## config.mk

```make
export PLATFORM = sky130hd
export DESIGN_NAME = pc_counter_stack_flat
export DESIGN_NICKNAME = d
export VERILOG_FILES = /design/src/rtl/pc_pkg.sv /design/src/rtl/pc_counter_stack_if.sv /design/src/rtl/pc_counter_stack_ret_stack.sv /design/src/rtl/pc_counter_stack.sv /design/src/flat_wrapper.sv
export SDC_FILE = /design/constraint.sdc
export NUM_CORES = 1
export LEC_CHECK = 0
export ABC_AREA = 1
export CAP_MARGIN = 20
export CELL_PAD_IN_SITES_DETAIL_PLACEMENT = 1
export CELL_PAD_IN_SITES_GLOBAL_PLACEMENT = 1
export CORE_MARGIN = 5
export CORE_UTILIZATION = 37
export CTS_BUF_LIST = sky130_fd_sc_hd__clkbuf_8
export DETAILED_ROUTE_END_ITERATION = 8
export DONT_BUFFER_PORTS = 1
export PLACE_DENSITY_LB_ADDON = 0.1
export SYNTH_ARGS = -nofsm -noshare
export SYNTH_HDL_FRONTEND = slang
export SYNTH_SLANG_ARGS = --single-unit
```

## constraint.sdc

```tcl
create_clock -name clk -period 1.7 [get_ports clk]
set_clock_uncertainty 0.1 [all_clocks]
set_input_delay 0.17 -clock clk [delete_from_list [all_inputs] [get_ports clk]]
set_output_delay 0.17 -clock clk [all_outputs]
set_load 0.01 [all_outputs]
```

## src/rtl/pc_pkg.sv

```systemverilog
`default_nettype none
// ============================================================================
// Module   : pc_pkg
// Purpose  : Shared types and helpers for the program counter with return
//            stack: the priority-encoded per-cycle action and the
//            stack-pointer width function.
// Ports    : none (package)
// Revision : 1.0 - initial release
// ============================================================================
package pc_pkg;

  // At most one action takes effect per cycle. Reset is handled separately
  // in the register processes because it overrides everything.
  typedef enum logic [2:0] {
    ACT_NONE = 3'd0,
    ACT_LOAD = 3'd1,
    ACT_CALL = 3'd2,
    ACT_RET  = 3'd3,
    ACT_INC  = 3'd4
  } action_e;

  // The stack pointer has to count 0..DEPTH inclusive, so it needs
  // $clog2(DEPTH+1) bits rather than $clog2(DEPTH).
  function automatic int sp_width(input int depth);
    return (depth < 1) ? 1 : $clog2(depth + 1);
  endfunction

  // Priority: load > call > ret > en.
  function automatic action_e decode_action(input logic load, input logic call,
                                            input logic ret, input logic en);
    action_e act;
    act = ACT_NONE;
    if (load)      act = ACT_LOAD;
    else if (call) act = ACT_CALL;
    else if (ret)  act = ACT_RET;
    else if (en)   act = ACT_INC;
    return act;
  endfunction

endpackage
`default_nettype wire

```

## src/rtl/pc_counter_stack_if.sv

```systemverilog
`default_nettype none
// ============================================================================
// Module   : pc_counter_stack_if
// Purpose  : Controller-to-program-counter bundle.
// Ports    : master - drives en/load/call/ret/data, observes counter status
//            slave  - the counter: takes strobes, drives cnt, wrap, sp,
//                     stk_full, stk_empty, stk_err
// Revision : 1.0 - initial release
// ============================================================================
interface pc_counter_stack_if #(
  parameter int WIDTH = 5,
  parameter int DEPTH = 4
);

  localparam int SPW = pc_pkg::sp_width(DEPTH);

  logic             en;
  logic             load;
  logic             call;
  logic             ret;
  logic [WIDTH-1:0] data;
  logic [WIDTH-1:0] cnt;
  logic             wrap;
  logic [SPW-1:0]   sp;
  logic             stk_full;
  logic             stk_empty;
  logic             stk_err;

  modport master (
    output en, load, call, ret, data,
    input  cnt, wrap, sp, stk_full, stk_empty, stk_err
  );

  modport slave (
    input  en, load, call, ret, data,
    output cnt, wrap, sp, stk_full, stk_empty, stk_err
  );

endinterface
`default_nettype wire

```

## src/rtl/pc_counter_stack_ret_stack.sv

```systemverilog
`default_nettype none
// ============================================================================
// Module   : ret_stack
// Purpose  : LIFO of return addresses. Entry sp-1 is the top; entries at
//            index >= sp are stale and never read.
// Ports    : clk, rst          - clock, synchronous active-high reset
//            push_i/push_data_i - push request and value
//            pop_i             - pop request
//            top_o             - value at sp-1 (valid when not empty)
//            sp_o              - number of valid entries
//            full_o/empty_o    - sp == DEPTH / sp == 0
//            ovf_o/udf_o       - push while full / pop while empty (this cycle)
// Revision : 1.0 - initial release
// ============================================================================
module ret_stack
  import pc_pkg::*;
#(
  parameter int WIDTH = 5,
  parameter int DEPTH = 4
) (
  input  logic                         clk,
  input  logic                         rst,
  input  logic                         push_i,
  input  logic                         pop_i,
  input  logic [WIDTH-1:0]             push_data_i,
  output logic [WIDTH-1:0]             top_o,
  output logic [sp_width(DEPTH)-1:0]   sp_o,
  output logic                         full_o,
  output logic                         empty_o,
  output logic                         ovf_o,
  output logic                         udf_o
);

  localparam int SPW = sp_width(DEPTH);
  // Index width for the storage array; sp itself is one bit wider when
  // DEPTH is a power of two.
  localparam int IW  = (DEPTH > 1) ? $clog2(DEPTH) : 1;

  logic [WIDTH-1:0] mem_q [DEPTH];
  logic [SPW-1:0]   sp_q;
  logic [SPW-1:0]   sp_d;
  logic [IW-1:0]    wr_idx;
  logic [IW-1:0]    top_idx;
  logic             do_push;
  logic             do_pop;

  assign full_o  = (sp_q == SPW'(DEPTH));
  assign empty_o = (sp_q == '0);
  assign do_push = push_i && !full_o;
  assign do_pop  = pop_i && !empty_o && !push_i;
  assign ovf_o   = push_i && full_o;
  assign udf_o   = pop_i && empty_o;

  assign wr_idx  = IW'(sp_q);
  assign top_idx = IW'(sp_q - SPW'(1));
  assign top_o   = mem_q[top_idx];
  assign sp_o    = sp_q;

  always_comb begin
    sp_d = sp_q;
    if (do_push)     sp_d = sp_q + SPW'(1);
    else if (do_pop) sp_d = sp_q - SPW'(1);
  end

  always_ff @(posedge clk) begin
    if (rst) sp_q <= '0;
    else     sp_q <= sp_d;
  end

  // Contents need no reset: only entries below sp are ever read.
  always_ff @(posedge clk) begin
    if (!rst && do_push) mem_q[wr_idx] <= push_data_i;
  end

endmodule
`default_nettype wire

```

## src/rtl/pc_counter_stack.sv

```systemverilog
`default_nettype none
// ============================================================================
// Module   : pc_counter_stack
// Purpose  : Fetch-stage program counter with configurable width/step,
//            optional saturation, one-cycle wrap flag and a hardware
//            return-address stack for call/ret.
// Ports    : clk - clock; rst - synchronous active-high reset
//            bus - slave side of pc_counter_stack_if (strobes, data in;
//                  cnt, wrap, sp, stk_full, stk_empty, stk_err out)
// Revision : 1.0 - initial release
// ============================================================================
module pc_counter_stack
  import pc_pkg::*;
#(
  parameter int WIDTH     = 5,
  parameter int DEPTH     = 4,
  parameter int STEP      = 1,
  parameter int RESET_VAL = 0,
  parameter int SATURATE  = 0
) (
  input  logic               clk,
  input  logic               rst,
  pc_counter_stack_if.slave  bus
);

  localparam int               SPW      = sp_width(DEPTH);
  localparam logic [WIDTH:0]   STEP_EXT = (WIDTH+1)'(STEP);

  action_e          act;
  logic [WIDTH-1:0] cnt_q, cnt_d;
  logic             wrap_q, wrap_d;
  logic             err_q, err_d;
  logic [WIDTH:0]   sum;
  logic             carry;
  logic [WIDTH-1:0] top;
  logic [SPW-1:0]   sp;
  logic             full, empty, ovf, udf;

  assign act   = decode_action(bus.load, bus.call, bus.ret, bus.en);
  // Extra bit captures the overflow; the low bits double as the
  // (never saturated) return address pushed on call.
  assign sum   = {1'b0, cnt_q} + STEP_EXT;
  assign carry = sum[WIDTH];

  ret_stack #(
    .WIDTH (WIDTH),
    .DEPTH (DEPTH)
  ) u_stack (
    .clk         (clk),
    .rst         (rst),
    .push_i      (act == ACT_CALL),
    .pop_i       (act == ACT_RET),
    .push_data_i (sum[WIDTH-1:0]),
    .top_o       (top),
    .sp_o        (sp),
    .full_o      (full),
    .empty_o     (empty),
    .ovf_o       (ovf),
    .udf_o       (udf)
  );

  always_comb begin
    cnt_d  = cnt_q;
    wrap_d = 1'b0;
    err_d  = err_q | ovf | udf;
    case (act)
      ACT_LOAD: cnt_d = bus.data;
      ACT_CALL: if (!full)  cnt_d = bus.data;
      ACT_RET:  if (!empty) cnt_d = top;
      ACT_INC: begin
        wrap_d = carry;
        if (carry && (SATURATE != 0)) cnt_d = '1;
        else                          cnt_d = sum[WIDTH-1:0];
      end
      default: ;
    endcase
  end

  always_ff @(posedge clk) begin
    if (rst) begin
      cnt_q  <= WIDTH'(RESET_VAL);
      wrap_q <= 1'b0;
      err_q  <= 1'b0;
    end else begin
      cnt_q  <= cnt_d;
      wrap_q <= wrap_d;
      err_q  <= err_d;
    end
  end

  assign bus.cnt       = cnt_q;
  assign bus.wrap      = wrap_q;
  assign bus.sp        = sp;
  assign bus.stk_full  = full;
  assign bus.stk_empty = empty;
  assign bus.stk_err   = err_q;

endmodule
`default_nettype wire

```

## src/flat_wrapper.sv

```systemverilog
// flat-port wrapper written by rule: the top's interface ports become plain ports
module pc_counter_stack_flat import pc_pkg::*;
#(
  parameter int WIDTH     = 5,
  parameter int DEPTH     = 4,
  parameter int STEP      = 1,
  parameter int RESET_VAL = 0,
  parameter int SATURATE  = 0
)
  (clk, rst, bus_en, bus_load, bus_call, bus_ret, bus_data, bus_cnt, bus_wrap, bus_sp, bus_stk_full, bus_stk_empty, bus_stk_err);
  pc_counter_stack_if #(.WIDTH(WIDTH), .DEPTH(DEPTH)) bus_i ();
  input  logic clk;
  input  logic rst;
  input wire logic [$bits(bus_i.en)-1:0] bus_en;
  input wire logic [$bits(bus_i.load)-1:0] bus_load;
  input wire logic [$bits(bus_i.call)-1:0] bus_call;
  input wire logic [$bits(bus_i.ret)-1:0] bus_ret;
  input wire logic [$bits(bus_i.data)-1:0] bus_data;
  output wire logic [$bits(bus_i.cnt)-1:0] bus_cnt;
  output wire logic [$bits(bus_i.wrap)-1:0] bus_wrap;
  output wire logic [$bits(bus_i.sp)-1:0] bus_sp;
  output wire logic [$bits(bus_i.stk_full)-1:0] bus_stk_full;
  output wire logic [$bits(bus_i.stk_empty)-1:0] bus_stk_empty;
  output wire logic [$bits(bus_i.stk_err)-1:0] bus_stk_err;
  assign bus_i.en = bus_en;
  assign bus_i.load = bus_load;
  assign bus_i.call = bus_call;
  assign bus_i.ret = bus_ret;
  assign bus_i.data = bus_data;
  assign bus_cnt = bus_i.cnt;
  assign bus_wrap = bus_i.wrap;
  assign bus_sp = bus_i.sp;
  assign bus_stk_full = bus_i.stk_full;
  assign bus_stk_empty = bus_i.stk_empty;
  assign bus_stk_err = bus_i.stk_err;
  pc_counter_stack #(.WIDTH(WIDTH), .DEPTH(DEPTH), .STEP(STEP), .RESET_VAL(RESET_VAL), .SATURATE(SATURATE)) u_core (.clk(clk), .rst(rst), .bus(bus_i));
endmodule
```

# == Word level (Yosys, flattened, before mapping) ==
# Memories as Yosys holds them, arrays and structs flattened.
# Index checks and enable logic that the tools add are counted.
# totals
reg_bits,10
ramBits,20
out_inout_bits,12
elab_cells,44
n_memories,1
# op_classes
addsub,3
eq_ne,7
muxes,11
bitwise_logic,3
reduce_logical,15
# mem_list
name,depth,width,rd,rd_ports_with_merged_regs,wr,line,text
u_core.u_stack.mem_q,4,5,1,0,1,pc_counter_stack_ret_stack.sv:39,logic [WIDTH-1:0] mem_q [DEPTH];
# op_table
operator,count
$pmux W5 S4,1
$mux W3,6
$mux W5,2
$add A5 B1 Y6 const B,1
$eq A3 B2 Y1 const B,2
$eq A3 B3 Y1 const B,2
$logic_and A1 B1 Y1,6
$logic_not A1 Y1,4
$ne A2 B2 Y1 const B,2
$reduce_bool A4 Y1,1
$add A3 B1 Y3 const B,1
$eq A3 B1 Y1 const B,1
$logic_not A3 Y1,1
$reduce_and A3 Y1,1
$sub A3 B1 Y3 const B,1
$mux W1,2
$or A1 B1 Y1,2
$reduce_bool A2 Y1,1
$reduce_or A2 Y1,1
$not A1 Y1,1

# == Longest topological paths before layout ==
# Gate-level depths: netlist (run 1).
# logic_depth
depth_word,9
mapped_depth,12

# == Hierarchy ==
# A second synthesis (run 1) with hierarchy kept.
# unflattened
cells_unflattened,188
hier_area_um2,1620.3
# by_module_without_submodules
module,n_inst,cells_per_inst,area_per_inst_um2
ret_stack,1,102,1086.0
pc_counter_stack,1,86,534.3

# == Least setup slack after synthesis (run 1) ==
# OpenSTA, ideal clock, no wires.
# synth_timing
path_kind,reg2reg
start,"reg u_core.u_stack.sp_q[0], in the netlist u_core.u_stack.sp_o[0]"
end,"mem u_core.u_stack.mem_q[0][0], enable pin"
setup_time_ps,340
t_arrival_ps,1413
path_slack_ps,-152
stages_incl_launch_ff,7
n_path_buf,1
cell_sequence,dfxtp_1 inv_1 buf_2 ha_1 nand2_1 nand4_1 nor2_1
# synth_via
elab_chain_cells,6
# synth_rtl
element,line,text
from (decl),pc_counter_stack_ret_stack.sv:40,logic [SPW-1:0] sp_q;
from (signal assigned),pc_counter_stack_ret_stack.sv:67,else sp_q <= sp_d;
$eq A3 B3 Y1,pc_counter_stack_ret_stack.sv:47,assign full_o = (sp_q == SPW'(DEPTH));
$logic_not A1 Y1,n/a,
$logic_and A1 B1 Y1,pc_counter_stack_ret_stack.sv:49,assign do_push = push_i && !full_o;
$logic_and A1 B1 Y1,pc_counter_stack_ret_stack.sv:72,if (!rst && do_push) mem_q[wr_idx] <= push_data_i;
$mux W1,pc_counter_stack_ret_stack.sv:72,
$mux W1 (not written as such),pc_counter_stack_ret_stack.sv:72,
to (decl),pc_counter_stack_ret_stack.sv:39,
# Parallel ways exist; a longest one is shown, timed or not.

# == Final worst setup path (run 1) ==
# layout_timing
start,"reg u_core.u_stack.sp_q[1], in the netlist u_core.u_stack.sp_o[1]"
end,out bus_stk_empty
# layout_via
elab_chain_cells,1
# layout_rtl
element,line,text
$logic_not A3 Y1,pc_counter_stack_ret_stack.sv:48,assign empty_o = (sp_q == '0);
to (decl),flat_wrapper.sv:23,output wire logic [$bits(bus_i.stk_empty)-1:0] bus_stk_empty;
# Every way passes these cells.

==> results of run 1 <==
power groups by stage:
stage | sequential, mW | combinational (mW) | clock [mW]
after floorplan | 0.865 | 0.193 | 0
after global placement | 0.852 | 0.320 | 0
after detailed placement | 0.854 | 0.327 | 0
after CTS | 0.839 | 0.333 | 0.540
after global routing | 0.841 | 0.390 | 0.594
final | 0.838 | 0.347 | 0.521
per-stage QoR:
step,std cells,worst slack (ns),instance area (um2),util (%)
after floorplan,190,0.00664,1570,-
after global placement,251,0.0657,1710,42.5
after detailed placement,251,0.0109,1710,42.5
after CTS,261,-0.00164,1810,45.0
after global routing,262,0.00657,1860,46.1
final,262,0.145,1860,46.1
path summary, 6_finish.rpt:
check | to | slack, ns | depth (start not counted)
worst min register to register | u_core.bus.stk_err | 0.44 | 2
worst max-delay path | bus_stk_empty | 0.15 | 5
worst min-delay path | u_core.bus.cnt[4] | 0.03 | 4
worst max register to register | u_core.bus.cnt[3] | 0.18 | 9
layer usage:
metal	share of wire [%]	global-route usage, %	vias up	routed length, um
li1	-	-	650	-
met1	45	21.6	614	1900
met2	48	28.1	20	2020
met3	4.4	5.41	6	184
met4	1.8	5.53	0	73
met5	0	0	-	0
layout make-up:
class	instances	area, um2	share of cell area [%]
Clock buffer	5	68.8	3.70
Multi-Input combinational cell	129	674	36.3
Inverter	28	105	5.65
Sequential cell	30	805	43.3
Clock inverter	3	11.3	0.606
Timing Repair Buffer	17	133	7.13
Tap cell	50	62.6	3.36
registers in the layout, summed over array words and instances (netlist names):
name                  flops
u_core.bus.cnt            5
u_core.bus.stk_err        1
u_core.bus.wrap           1
u_core.u_stack.mem_q     20
u_core.u_stack.sp_o       3
worst max-delay path: cells and delay by family (launching register included):
kind	cells	cell delay (ns)
AND/OR/NAND/NOR	1	0.20
flip-flops	1	0.31
buffers and inverters	3	0.36
adder cells (fa/ha/maj)	1	0.14
timing repair:
item	in CTS	in global routing
setup endpoints to repair	2	23
setup buffers	0	1
endpoints found under the hold margin	4	0
hold buffers	2	0
pin swaps	0	2
resized for setup	0	7
cells in the final DEF (no fill, tap or decap), drive strengths merged, types with 6 or more instances in the layout:
master / Yosys / routed
nand3: 16 / 16
a21oi: 6 / 6
nand2: 50 / 50
dfxtp: 10 / 10
o21ai: 10 / 10
inv: 28 / 30
ha: 6 / 6
nor2: 34 / 34
buf: 3 / 15
edfxtp: 20 / 20
logic make-up after synthesis:
kind of cell               after synthesis  synth area share, %
buffers and inverters                   31                 7.80
DFF                                     30                 52.0
adders and majority gates                6                 4.87
AOI/OAI and AO/OA                       17                 5.93
and+or+nand+nor                        106                 29.4
==> flow_metrics.tcl, run 1 <==
set metrics [dict create \
    outcome "complete, no violations" \
    fmax_mhz 643 \
    synth_edf_count 20 \
    routedWlPerCell_um 15.9 \
    cellLeakagePower_nw 0.841 \
    viasPerCell 4.92 \
    synthCells 190 \
    required_ns 1.43 \
    grt_max_degree 15 \
    insertion_delay_ns 0.27 \
    power_frac_seq_pct 49.1 \
    syn2layout_area_growth_pct 20.7 \
    io_pins 23 \
    rsz0062_at_grt "false" \
    p_sw_share_pct 28.7 \
    yosys-top-cells-area "edfxtp_1 (39%), dfxtp_1 (13%), nand2_1 (12%), nor2_1 (8.0%), inv_1 (6.6%)" \
    root_buffer "clkbuf_8" \
    min-delay-start "bus_data[4]" \
    finalSetupTns_ns 0 \
    synth.most_common_cell "nand2_1" \
    seq_area_frac_synth_pct 52.0 \
    grt_pass1_wl_um 6890 \
    maxCapViolCount 0 \
    die_h_um 74.5 \
    start_util_pct 38.2 \
    nets 228 \
    start_kind "flop" \
    intPower_mw 1.22 \
    cts_buffers 5 \
    antenna_found_initial 0 \
    maxSlewViolCount 0 \
    setup_viol 0 \
    drc 0 \
    clk_pin_slew_ns 0.06 \
    cts_buffer_depth 2 \
    power_mw 1.71 \
    routabilityCongestion 0.792 \
    holdCritPathClass "primary input to flop" \
    ys_warn_count 0 \
    drt_wl_total_um 4170 \
    fin_crit_sh_pct 91.5 \
    grt.total_usage_pct 17.2 \
    p_comb_share_pct 20.3 \
    power_density_nw_per_um2 918 \
    dr.pass1.iters 4 \
    yosysTopAreaCell "edfxtp_1" \
    hold_viol 0 \
    synth.cell_area_um2 1540 \
    path_cells "inv_1 -> ha_4 -> inv_1 -> nor2_1 -> buf_4" \
    synth-async-reset-ratio_pct 0 \
    synth_ff_type "edfxtp_1" \
    hpwl_um 3280 \
    cts_tree "built" \
    slew_headroom_pct 77.8 \
    vdd_ir_drop_max_mv 0.272 \
    io_buffers 0 \
    htree_levels 2 \
    vias 1290 \
    slowest_delay_ns 0.31 \
    ys_ff_latch 30 \
    whs_ns 0.0274 \
    r2r-start "u_core.u_stack.sp_o[1]" \
    switching_power_mw 0.490 \
    insertedDiodeCount 0 \
    fp.dieW_um 74.5 \
    cpMostUsedCell "inv_1" \
    cts_sinks 30 \
    grt_pass1_vias 1397 \
    critPathSlowestCell "dfxtp_1" \
    post-route-min-period_ns 1.55 \
    rows 23 \
    clockPowerShare_pct 30.5 \
    fillers 519 \
    core-area_um2 4030 \
    ant_nets 0 \
    synth_top_area_share_pct 39.0 \
    overflow 0 \
    critical_path_class "flop to output pin" \
    crit_path_end_kind "output pin" \
    dieArea_um2 5550 \
    crit_fanout 3 \
    postSynthAreaPerCell_um2 8.11 \
    drive_above_1_share_pct 16.0 \
    worstMarginPinSlew_ns 0.330 \
    netlist_top_cells_count "nand2_1 (50), nor2_1 (33), inv_1 (27), edfxtp_1 (20), nand3_1 (15)" \
    ys_types 18 \
    startpoint "u_core.u_stack.sp_o[1]" \
    arrival_ns 1.28 \
    detail_route.iter0.violations 27 \
    syn-num-nets 207 \
]
Power figures use the tool's default switching activity.
==> run 2: changes to the inputs <==
--- a/config.mk
+++ b/config.mk
@@ -15,6 +15,7 @@
 export DETAILED_ROUTE_END_ITERATION = 8
 export DONT_BUFFER_PORTS = 1
 export PLACE_DENSITY_LB_ADDON = 0.1
+export SKIP_LAST_GASP = 1
 export SYNTH_ARGS = -nofsm -noshare
 export SYNTH_HDL_FRONTEND = slang
 export SYNTH_SLANG_ARGS = --single-unit
==> results of run 2 <==
No change in the layout: final DEF, timing and power equal those of run 1.
==> run 3: changes to the inputs <==
--- a/config.mk
+++ b/config.mk
@@ -6,7 +6,6 @@
 export NUM_CORES = 1
 export LEC_CHECK = 0
 export ABC_AREA = 1
-export CAP_MARGIN = 20
 export CELL_PAD_IN_SITES_DETAIL_PLACEMENT = 1
 export CELL_PAD_IN_SITES_GLOBAL_PLACEMENT = 1
 export CORE_MARGIN = 5
==> results of run 3 <==
No change in the layout: final DEF, timing and power equal those of run 1.
==> RTL change, RTL diff (settings of run 1) <==
Make the reset (`rst`) asynchronous in 2 clocked blocks. Comments in the files are not updated.
--- a/src/rtl/pc_counter_stack_ret_stack.sv
+++ b/src/rtl/pc_counter_stack_ret_stack.sv
@@ -64,3 +64,3 @@
 
-  always_ff @(posedge clk) begin
+  always_ff @(posedge clk or posedge rst) begin
     if (rst) sp_q <= '0;
--- a/src/rtl/pc_counter_stack.sv
+++ b/src/rtl/pc_counter_stack.sv
@@ -78,3 +78,3 @@
 
-  always_ff @(posedge clk) begin
+  always_ff @(posedge clk or posedge rst) begin
     if (rst) begin
Function: differs if rst is asserted again (counterexample within 4 cycles, from zero or initial values and one cycle with rst high); with rst held inactive, the same outputs for 10 cycles.
==> RTL change against run 1 <==
Routed wire length fell by 0.74%. Final area rose by 4.5%. Synthesized area rose by 3.7%. Count of clock-buffer cells in the layout did not move. Register-to-register slack got worse by 0.06 ns. Worst setup slack got worse by 0.056 ns. Die area rose by 3.2%. Hold slack got worse by 0.023 ns. Synthesized cell count fell by 6.8%. Via count fell by 4.7%. Sequential cell count did not move. Critical path type unchanged. Highest routed layer unchanged.
Power is not compared: it rests on default switching activity, and its combinational part moved more than twofold at a synthesized area within 25%.
==> RTL change: results (changes against run 1) <==
timing:
  holdWs_ns: 0.00398  # was 0.0274 ns
  slew_headroom_pct: 78.0  # was 77.8%
finish:
  layout.nonclk_buf_share_pct: 6.31  # was 7.13%
  design_area_sq_mm: 0.00194  # was 0.00186 sq mm
  sh_seq_area_pct: 43.9  # was 43.3%
  n_all_buffers: 15  # was 17
  inv_count: 29  # was 28
  layout.comb_gates.multi_input: 116  # was 129
  clkCellAreaFrac_pct: 5.60  # was 4.31%
  drive_above_1_share_pct: 24.7  # was 16.0%
worst_hold_path:
  hold-path-endpoint: "u_core.bus.wrap$_DFF_PP0_"  # was u_core.bus.cnt[4]$_SDFFE_PP0P_
  hp-start: "bus_ret"  # was bus_data[4]
  whs_path_depth: 3  # was 4
grt:
  grt_pass1_wl_microns: 6800  # was 6890 microns
  grt_max_degree: 18  # was 15
  grt_usage_pct: 16.4  # was 17.2%
critical_path:
  rrSetupSlack_ns: 0.12  # was 0.18 ns
  cpMaxStageDelayCell: "dfrtp_1"  # was dfxtp_1
  slowest_delay_ns: 0.38  # was 0.31 ns
  path_delay_family: "flip-flops"  # was buffers and inverters
  r2r-end: "u_core.u_stack.mem_q[0][1]$_DFFE_PP_"  # was u_core.bus.cnt[3]$_SDFFE_PP0P_
  crit_arrival_ns: 1.34  # was 1.28 ns
place:
  dp_cells: 236  # was 251
  postPlaceCellArea_sq_mm: 0.00177  # was 0.00171 sq mm
  pre_cts_ws_ns: 0.0368  # was 0.0109 ns
route:
  drt_iter0_drc: 50  # was 27
synth:
  async_flop_share_pct: 33.3  # was 0%
  yosysUniqueCellTypes: 25  # was 18
  syn_area_per_cell_sq_um: 9.02  # was 8.11 sq um
  ys_top_cells_by_count: "nand2_1, inv_1, edfxtp_1"  # was nand2_1, nor2_1, inv_1
  seq_area_frac_synth_pct: 53.3  # was 52.0%
  synthTopCellsByArea: "edfxtp_1, dfrtp_1, nand2_1, inv_1, ha_1"  # was edfxtp_1, dfxtp_1, nand2_1, nor2_1, inv_1
outcome:
  outcome: "finished, final reports clean"  # unchanged
RTL change: worst max-delay path by stage:
stage / start / slack, ns / to
after global routing: u_core.u_stack.sp_o[1]$_DFFE_PP0P_ / 0.008 / u_core.u_stack.mem_q[0][4]$_DFFE_PP_
after CTS: u_core.u_stack.sp_o[0]$_DFFE_PP0P_ / 0.02 / u_core.bus.cnt[1]$_DFFE_PP0P_
after global placement: u_core.u_stack.sp_o[0]$_DFFE_PP0P_ / 0.09 / u_core.bus.cnt[1]$_DFFE_PP0P_
after floorplan: u_core.u_stack.sp_o[0]$_DFFE_PP0P_ / 0.008 / u_core.u_stack.mem_q[0][0]$_DFFE_PP_
after detailed placement: u_core.u_stack.sp_o[0]$_DFFE_PP0P_ / 0.04 / u_core.bus.cnt[1]$_DFFE_PP0P_
final: u_core.u_stack.sp_o[1]$_DFFE_PP0P_ / 0.09 / bus_stk_empty
RTL change: power by group:
group          total (uW)  switching, uW  internal, uW  leakage, uW
logic                1320            829           489     0.000506
registers            1070            115           955     0.000299
clock network         712            281           431    0.0000579
total                3100           1220          1870     0.000862
RTL change: what timing repair did:
item	CTS	global route
resized for setup	0	4
setup endpoints to repair	0	26
hold buffers	4	0
endpoints found under the hold margin	12	0
RTL change: logic make-up (layout without fill, tap and decap cells):
logic type	count (synthesis)	after routing	share of synthesized area [%]
xor+xnor	1	1	0.549
simple gates	96	96	28.1
compound gates	13	13	5.56
flops	30	30	53.3
buf+inv	31	52	7.84
fa+ha+maj	6	6	4.70
RTL change: routing by layer:
metal  global-route usage (%)  share of wire, %
met2                     24.7                45
met3                     5.67               5.3
met1                     23.0                49
met5                        0                 0
met4                     3.50              0.46
RTL change: worst min-delay path, delay by kind of cell:
family / cells / cell delay, ns
and+or+nand+nor: 2 / 0.14
buffers and inverters: 1 / 0.03
